`src/rtl/arith_pkg.sv`:
```
// Shared definitions for the arithmetic unit and its sequential divider.
// Both blocks take their state encoding, op codes and divider latency from here.
package arith_pkg;

    typedef enum logic [1:0] {
        IDLE = 2'd0,
        RUN  = 2'd1,
        DONE = 2'd2
    } div_state_t;

    typedef enum logic [1:0] {
        OP_ADD = 2'b00,
        OP_SUB = 2'b01,
        OP_MUL = 2'b10
    } arith_op_t;

    // Clock edges from the accepted start to the edge that raises done.
    function automatic int unsigned DIV_LAT(input int unsigned width);
        return 2 * width + 1;
    endfunction

endpackage

```
`src/rtl/arith_divider_div_step.sv`:
```
// One restoring-division step: shift in a dividend bit, trial-subtract the
// divisor, keep the difference when it does not borrow.
module div_step #(
    parameter int WIDTH = 8
) (
    input  logic [WIDTH:0]   rem_in,
    input  logic             din,
    input  logic [WIDTH-1:0] divisor,
    output logic [WIDTH:0]   rem_out,
    output logic             qbit
);

    localparam int REM_W = WIDTH + 1;

    logic [WIDTH+1:0] shifted;
    logic [WIDTH+1:0] diff;

    always_comb begin
        shifted = {rem_in, din};
        diff    = shifted - {2'b00, divisor};
        qbit    = (shifted >= {2'b00, divisor});
        // The partial remainder stays below the divisor, so the top bit of
        // either candidate is always zero and can be dropped.
        rem_out = REM_W'(qbit ? diff : shifted);
    end

endmodule

```
`src/rtl/arith_divider.sv`:
```
// Sequential unsigned divider: 2*WIDTH-bit dividend by WIDTH-bit divisor,
// one quotient bit per clock behind a start/busy/done handshake.
module arith_divider #(
    parameter int WIDTH = 8
) (
    input  logic                 clk,
    input  logic                 rst,
    input  logic                 start,
    input  logic [2*WIDTH-1:0]   dividend,
    input  logic [WIDTH-1:0]     divisor,
    output logic                 busy,
    output logic                 done,
    output logic [2*WIDTH-1:0]   quotient,
    output logic [WIDTH-1:0]     remainder,
    output logic                 div_by_zero
);

    import arith_pkg::*;

    localparam int             CW       = $clog2(2 * WIDTH + 1);
    localparam logic [CW-1:0]  CNT_LOAD = CW'(2 * WIDTH);

    div_state_t         state_reg, state_next;
    logic [CW-1:0]      count_reg, count_next;
    logic [2*WIDTH-1:0] dividend_reg, dividend_next;
    logic [WIDTH-1:0]   divisor_reg, divisor_next;
    logic [WIDTH:0]     rem_reg, rem_next;
    logic [2*WIDTH-1:0] quotient_reg, quotient_next;
    logic               dbz_reg, dbz_next;
    logic               busy_reg, busy_next;
    logic               done_reg, done_next;

    logic               accept;
    logic [WIDTH:0]     step_rem;
    logic               step_qbit;

    div_step #(
        .WIDTH   (WIDTH)
    ) u_step (
        .rem_in  (rem_reg),
        .din     (dividend_reg[2*WIDTH-1]),
        .divisor (divisor_reg),
        .rem_out (step_rem),
        .qbit    (step_qbit)
    );

    always_ff @(posedge clk or posedge rst) begin
        if (rst) begin
            state_reg    <= IDLE;
            count_reg    <= '0;
            dividend_reg <= '0;
            divisor_reg  <= '0;
            rem_reg      <= '0;
            quotient_reg <= '0;
            dbz_reg      <= 1'b0;
            busy_reg     <= 1'b0;
            done_reg     <= 1'b0;
        end else begin
            state_reg    <= state_next;
            count_reg    <= count_next;
            dividend_reg <= dividend_next;
            divisor_reg  <= divisor_next;
            rem_reg      <= rem_next;
            quotient_reg <= quotient_next;
            dbz_reg      <= dbz_next;
            busy_reg     <= busy_next;
            done_reg     <= done_next;
        end
    end

    // done is registered off the DONE state, so the pulse lands one cycle
    // after DONE is entered; busy covers that cycle so a start there is ignored.
    always_comb begin
        state_next    = state_reg;
        count_next    = count_reg;
        dividend_next = dividend_reg;
        divisor_next  = divisor_reg;
        rem_next      = rem_reg;
        quotient_next = quotient_reg;
        dbz_next      = dbz_reg;
        busy_next     = busy_reg;
        done_next     = (state_reg == DONE);
        accept        = start && !busy_reg;

        if (done_reg) begin
            busy_next = 1'b0;
        end

        case (state_reg)
            IDLE: begin
                if (accept) begin
                    busy_next = 1'b1;
                    dbz_next  = 1'b0;
                    if (divisor == '0) begin
                        quotient_next = '1;
                        rem_next      = '0;
                        dbz_next      = 1'b1;
                        state_next    = DONE;
                    end else begin
                        dividend_next = dividend;
                        divisor_next  = divisor;
                        rem_next      = '0;
                        quotient_next = '0;
                        count_next    = CNT_LOAD;
                        state_next    = RUN;
                    end
                end
            end
            RUN: begin
                rem_next      = step_rem;
                quotient_next = {quotient_reg[2*WIDTH-2:0], step_qbit};
                dividend_next = {dividend_reg[2*WIDTH-2:0], 1'b0};
                count_next    = count_reg - CW'(1);
                if (count_reg == CW'(1)) begin
                    state_next = DONE;
                end
            end
            DONE: begin
                state_next = IDLE;
            end
            default: begin
                state_next = IDLE;
            end
        endcase
    end

    assign busy        = busy_reg;
    assign done        = done_reg;
    assign quotient    = quotient_reg;
    assign remainder   = rem_reg[WIDTH-1:0];
    assign div_by_zero = dbz_reg;

endmodule

```
`config.mk`:
```
export PLATFORM = sky130hd
export DESIGN_NAME = arith_divider
export DESIGN_NICKNAME = d
export VERILOG_FILES = /design/src/rtl/arith_pkg.sv /design/src/rtl/arith_divider_div_step.sv /design/src/rtl/arith_divider.sv
export SDC_FILE = /design/constraint.sdc
export NUM_CORES = 1
export LEC_CHECK = 0
export CAP_MARGIN = 25
export CORE_ASPECT_RATIO = 1.4
export CORE_MARGIN = 5
export CORE_UTILIZATION = 50
export CTS_BUF_LIST = sky130_fd_sc_hd__clkbuf_16
export DETAILED_ROUTE_END_ITERATION = 10
export MAX_ROUTING_LAYER = met4
export PLACE_DENSITY = 0.76
export REMOVE_ABC_BUFFERS = 1
export SLEW_MARGIN = 20
export SYNTH_ARGS = -nofsm -noshare
export SYNTH_HDL_FRONTEND = slang
export SYNTH_HIERARCHICAL = 1
export SYNTH_SLANG_ARGS = --single-unit
```
`constraint.sdc`:
```
create_clock -name clk -period 2.5 [get_ports clk]
set_input_delay 0.25 -clock clk [delete_from_list [all_inputs] [get_ports clk]]
set_output_delay 0.25 -clock clk [all_outputs]
set_load 0.1 [all_outputs]
```
; ---- Word level (Yosys, flattened, before mapping)
; Cells that the tools add are included.
[word_totals]
word_cells = 49
register_bits = 59
input_bits = 27
out_inout_bits = 27
[classes]
reduce_logical = 10
bitwise_logic = 1
mux = 20
order_cmp = 1
addsub = 2
eq_ne = 6
[op_table]
columns = op, count
row1 = $mux W16, 4
row2 = $pmux W16 S2, 2
row3 = $mux W9, 2
row4 = $pmux W9 S2, 1
row5 = $ge A10 B8 Y1, 1
row6 = $mux W5, 2
row7 = $pmux W5 S2, 1
row8 = $sub A9 B8 Y9, 1
row9 = $logic_not A8 Y1, 1
row10 = $mux W2, 3
row11 = $ne A2 B2 Y1 const B, 3
row12 = $reduce_and A2 Y1, 3
row13 = $reduce_and A3 Y1, 2
row14 = $eq A5 B1 Y1 const B, 1
row15 = $sub A5 B1 Y5 const B, 1
row16 = $mux W1, 4
row17 = $pmux W2 S2, 1
row18 = $eq A2 B1 Y1 const B, 1
row19 = $eq A2 B2 Y1 const B, 1
row20 = $logic_not A2 Y1, 1
row21 = $reduce_bool A2 Y1, 1
row22 = $logic_and A1 B1 Y1, 1
row23 = $logic_not A1 Y1, 1
row24 = $not A1 Y1, 1

; ---- Depth between registers and ports, before layout
; Gate-level depths: netlist of run 1.
[logic_depth]
depth_word = 4
ltp_mapped = 11
depth_no_buf = 10

; ---- Cells and area by module
; Netlist of run 1, hierarchy kept.
[modules_own_cells]
columns = module, cells_each, area_each_um2, seq_area_each_um2, instances
row1 = arith_divider, 221, 2548.7, 1476.4, 1
row2 = div_step, 75, 523.0, 0.0, 1

; ---- Worst setup path before layout of run 1
; No wires, ideal clock.
[synth_timing]
kind = register to register
startpoint = register dividend_reg[15]
endpoint = register rem_reg[1]
setup_slack_ps = 259
setup_ps = 121
n_path_buf = 0
t_arrival_ps = 2120
path_stages_with_launch = 10
t_required_ps = 2379
synth_period_minus_slack_ps = 2241
path_cell_list = dfrtp_1 > inv_1 > ha_1 > inv_1 > fa_1 > nand3_1 > a21oi_1 > nor4b_4 > mux2_2 > a22o_1
[synth_between]
elab_chain_len = 3
elab_cells_between_ends = 4
classes_between = add/sub: 1 / order compare: 1 / mux: 2
[synth_rtl]
columns = item, line
row1 = "start, declared", arith_divider.sv:25  ; logic [2*WIDTH-1:0] dividend_reg, dividend_next;
row2 = "start signal, assigned", arith_divider.sv:61  ; dividend_reg <= dividend_next;
row3 = $sub A9 B8 Y9 / $ge A10 B8 Y1 (equally long branches), "arith_divider_div_step.sv:20, arith_divider_div_step.sv:21"
row4 = $mux W9 (*), arith_divider_div_step.sv:24  ; rem_out = REM_W'(qbit ? diff : shifted);
row5 = named net step_rem[1], arith_divider.sv:34  ; logic [WIDTH:0] step_rem;
row6 = $pmux W9 S2 (*), arith_divider.sv:89  ; case (state_reg)
row7 = "end signal, assigned", arith_divider.sv:63  ; rem_reg <= rem_next;
row8 = "end, declared", arith_divider.sv:27  ; logic [WIDTH:0] rem_reg, rem_next;
; Mark *: on every way through the listed nets, which the timed path passes. The rest lies on a longest branch.
; A chain may end at the register's enable or synchronous reset.

; ---- Worst setup path in the final report of run 1
; Same ends and word-level chain as after synthesis.

==> results of run 1 <==
## path summary, 6_finish.rpt
kind                                                   start  slack, ns                     endpoint
worst min register to register                done$_DFF_PP0_       0.48               busy$_DFF_PP0_
worst max-delay path            dividend_reg[15]$_DFFE_PP0P_       0.14       rem_reg[1]$_DFFE_PP0P_
min in group clk                                 dividend[3]       0.48  dividend_reg[3]$_DFFE_PP0P_
worst max register to register  dividend_reg[15]$_DFFE_PP0P_       0.14       rem_reg[1]$_DFFE_PP0P_
worst min-delay path                                     rst       0.34  dividend_reg[9]$_DFFE_PP0P_
max in group asynchronous                                rst       1.57       rem_reg[3]$_DFFE_PP0P_
## power groups by stage
| stage | clock (uW) | sequential (uW) | combinational, uW |
|---|---|---|---|
| final | 1300 | 977 | 94.6 |
| after global routing | 1360 | 978 | 107 |
| after CTS | 1320 | 977 | 96.8 |
| after detailed placement | 0 | 993 | 96.2 |
| after global placement | 0 | 992 | 94.7 |
| after floorplan | 0 | 991 | 36.8 |
## synthesized netlist by cell type, types with 8 or more instances
cell,count
sky130_fd_sc_hd__a221o_1,16
sky130_fd_sc_hd__ha_1,10
sky130_fd_sc_hd__clkbuf_1,8
sky130_fd_sc_hd__a31oi_1,15
sky130_fd_sc_hd__inv_1,15
sky130_fd_sc_hd__dfrtp_1,59
sky130_fd_sc_hd__nand2_1,46
sky130_fd_sc_hd__buf_4,9
sky130_fd_sc_hd__o21ai_0,9
sky130_fd_sc_hd__mux2_2,9
sky130_fd_sc_hd__a21oi_1,24
sky130_fd_sc_hd__a22o_1,10
## per-stage QoR
| step | util, % | power (uW) | area, um^2 | instances |
|---|---|---|---|---|
| 2_1_floorplan | - | 1030 | 2920 | 272 |
| 3_3_place_gp | 60.2 | 1090 | 3550 | 403 |
| 3_5_place_dp | 60.2 | 1090 | 3550 | 403 |
| 4_1_cts | 65.5 | 2390 | 3870 | 419 |
| 5_1_grt | 65.8 | 2440 | 3880 | 420 |
| 6_report | 65.8 | 2370 | 3880 | 420 |
## worst register-to-register path, delay by kind of cell (launching register included)
kind / cells / cell delay [ns]
and+or+nand+nor: 2 / 0.50
adders and majority gates: 2 / 0.55
DFF: 1 / 0.38
muxes: 1 / 0.37
AOI/OAI and AO/OA: 2 / 0.32
buffers and inverters: 2 / 0.13
## layer usage
metal  part of all wire [%]  up-vias
li1                       -     1162
met1                     41     1160
met2                     52       75
met3                    5.4       11
met4                    2.0        0
met5                      0        -
## cells in the final DEF (no fill, tap or decap), types with 3 or more instances in the layout
master,instances
sky130_fd_sc_hd__a21oi_1,24
sky130_fd_sc_hd__a21oi_2,3
sky130_fd_sc_hd__a221o_1,16
sky130_fd_sc_hd__a22o_1,10
sky130_fd_sc_hd__a31oi_1,15
sky130_fd_sc_hd__buf_4,34
sky130_fd_sc_hd__clkbuf_16,9
sky130_fd_sc_hd__clkdlybuf4s50_1,26
sky130_fd_sc_hd__dfrtp_1,59
sky130_fd_sc_hd__ha_1,10
sky130_fd_sc_hd__inv_1,14
sky130_fd_sc_hd__mux2_2,9
sky130_fd_sc_hd__nand2_1,46
sky130_fd_sc_hd__nand2b_1,3
sky130_fd_sc_hd__nor2_1,6
sky130_fd_sc_hd__nor2b_1,4
sky130_fd_sc_hd__o21ai_0,9
## cell type report
type / instances / share of cell area (%)
clock buffers: 9 / 5.80
clock inverters: 7 / 2.38
inverters: 15 / 1.45
repair buffers: 62 / 14.2
well taps: 70 / 2.25
multi-input cells: 198 / 35.9
flip-flops and latches: 59 / 38.0
## logic make-up (layout without fill, tap and decap cells)
kind of cell | count (synthesis) | after routing | synth area share [%]
XOR/XNOR | 3 | 3 | 0.856
buffers and inverters | 39 | 93 | 6.68
adder cells (fa/ha/maj) | 11 | 11 | 4.73
AO/OA/AOI/OAI | 93 | 93 | 21.4
AND/OR/NAND/NOR | 80 | 80 | 14.3
flip-flops | 59 | 59 | 48.1
multiplexers | 11 | 11 | 3.95
==> run summary, run 1 <==
For this run, global-route usage on met1 was measured as 21.6%. The number of antenna violations at the first check in global routing came out at 0. Among all flip-flop cells after synthesis, the most frequent one is sky130_fd_sc_hd__dfrtp_1. The first global-routing pass estimated 11.6 mm of wire. TritonCTS built the clock tree. In this run, synthesis inferred 0 flip-flops with an integrated enable.

The repair_antennas step left the layout with diodes totalling 0. The biggest cell delay along the critical path came out at 0.40 ns. The last weighted congestion value of the routability-driven placer is 0.863.

Pin placement for this block handled 54 I/O pins. In the global route stage, met3 resource usage came out at 5.24%. The worst hold slack after final layout came out at 0.342 ns. The number of cells on the worst reg-to-reg path came out at 9. The synthesized area per cell came out at 10.4 um^2.

The final-report max-slew violation count came to 0. In this run the post-CTS setup repair buffer count came out at 0. The post-cts repair resize count is 0. The Yosys step of the flow raised 6 warnings. The maximum clock rate is 423 MHz. The buffering stage count on the worst path with inverters included is 2. Setup total negative slack on the finished layout was measured at 0 ns. The via density per instance is 5.73.

Before antenna repair, the detailed router went through 4 iterations. The fraction of power consumed by sequential logic came out at 41.3%. The worst setup slack after layout came out at 0.138 ns. The transition time at the pin with the least slew margin is 0.668 ns. The switching power of the nets came out at 480 uW. The largest individual stage delay along the critical path comes from the cell sky130_fd_sc_hd__fa_1. Counting the fill cells in the layout gives 486. The part of the cycle the worst path needs came out at 94.5%. The cell-internal power came out at 1890 uW. In the final routed layout, each cell accounts on average for 16.3 um. The number of flip-flops and latches in the synthesized netlist is 59.

After clock tree synthesis, the clock-pin slew on the worst setup and hold paths is 0.05 ns. The starting density of the core is 52.0%. The post-placement worst setup slack is 0.163 ns.

The number of max-cap violations came out at 0. The async set-or-reset flop fraction in the synthesized netlist came out at 100%. The setup path with the least slack is of type flop to flop. The summed instance area of the synthesized netlist came out at 0.00307 mm^2. The combinational fraction of design power came out at 4.0%.

The area of the core is 0.00590 mm^2. The global route total overflow came out at 0. STA classifies the critical path startpoint as a flop. The share of total power dissipated in the clock network is 54.7%.

In the final layout, the share of cells above drive strength 1 is 21.1%. Summed over its instances, the top area cell type makes up 48.1% of the synthesized netlist area. The detailed router finished its first iteration with 104 violations.

The total half-perimeter wirelength after legalization and detailed placement came out at 4.76 mm. VDD sags by at most 0.000480 V. The vias after detailed routing came out at 2408. The maximum clock skew at final layout is 0.00440 ns. Walking the worst path, the cells encountered are inv_1 -> ha_1 -> inv_1 -> fa_1 -> nand3_1 -> a21oi_1 -> nor4b_4 -> mux2_2 -> a22o_1. The clock root buffer master is sky130_fd_sc_hd__clkbuf_16. The wire length reported by the detailed router came out at 6.84 mm. The flow ran to the end, and the final reports show no timing, DRC or antenna violations. The insertion delay to the later sink of the worst-skew pair came out at 0.33 ns. The number of rows in the core area is 33. STA classifies the critical path endpoint as a flop. Along the worst path, the maximum fanout reaches 4. At the end of the flow, the number of nets in the layout was 383. Setup repair after global routing left no endpoint under its margin. The number of antenna-violating nets in the routed design is 0. The cell count after synthesis is 296. The switching part of the total power is 20.3%. The count of final hold-check violations was 0. The critical path crosses 9 cells after its start point.

The worst hold path belongs to the class input pin to asynchronous set/reset pin. In the post-synthesis netlist, the biggest area contributors are sky130_fd_sc_hd__dfrtp_1 (48%), sky130_fd_sc_hd__nand2_1 (5.6%), sky130_fd_sc_hd__a221o_1 (5.2%), sky130_fd_sc_hd__ha_1 (4.1%), sky130_fd_sc_hd__a21oi_1 (3.9%). The total number of clock tree sinks came out at 59. The die height came out at 103 um. The number of setup violations in the final report is 0.

The die covers 0.00783 mm^2. Yosys mapped the design onto 47 distinct sky130hd cell types. The number of clock buffers inserted by TritonCTS is 9.

In the final layout, the multi-input gates occupy 0.00140 mm^2. The final critical delay including setup and external delays is 2.36 ns. From synthesis to final layout, the design area changed by 26.5%. The relative slew slack came out at 55.4%. In this run the number of H-tree levels came out at 3. The sequential area share after synthesis came out at 48.1%.

The width of the die is 76.2 um. The number of global-route vias before repair came out at 2422. The largest net degree at the start of global routing is 32.

Global routing used 31.7% of the available met2 tracks. The power per cell area came out at 609 mW/mm^2. The overall track demand over capacity in global routing came out at 19.1%.

The critical path data arrival time came out at 2.58 ns. The most heavily used metal layer in global routing is met2. The count of buffers added on input and output ports is 53. In the final layout, flip-flops and latches occupy 0.00148 mm^2. On the critical path the largest part of the delay comes from adder cells. In the routed design, unresolved DRC markers number 0. The biggest area consumer among synthesized cells is sky130_fd_sc_hd__dfrtp_1. Counting stages on the worst path, the most repeated cell is sky130_fd_sc_hd__inv_1. The clock tree buffer depth is 2. The hold-fix buffer count after cts came out at 0. In this run the static leakage power is 0.00179 uW. At the worst endpoint, the required time is 2.71 ns.
Note: power is estimated with default switching activity, not from simulation.
==> inputs of run 2 (changes only) <==
--- a/config.mk
+++ b/config.mk
@@ -19,3 +19,4 @@
 export SYNTH_HDL_FRONTEND = slang
 export SYNTH_HIERARCHICAL = 1
 export SYNTH_SLANG_ARGS = --single-unit
+export TNS_END_PERCENT = 50
==> results of run 2 <==
The final DEF is identical to that of run 1; final timing and power are the same.
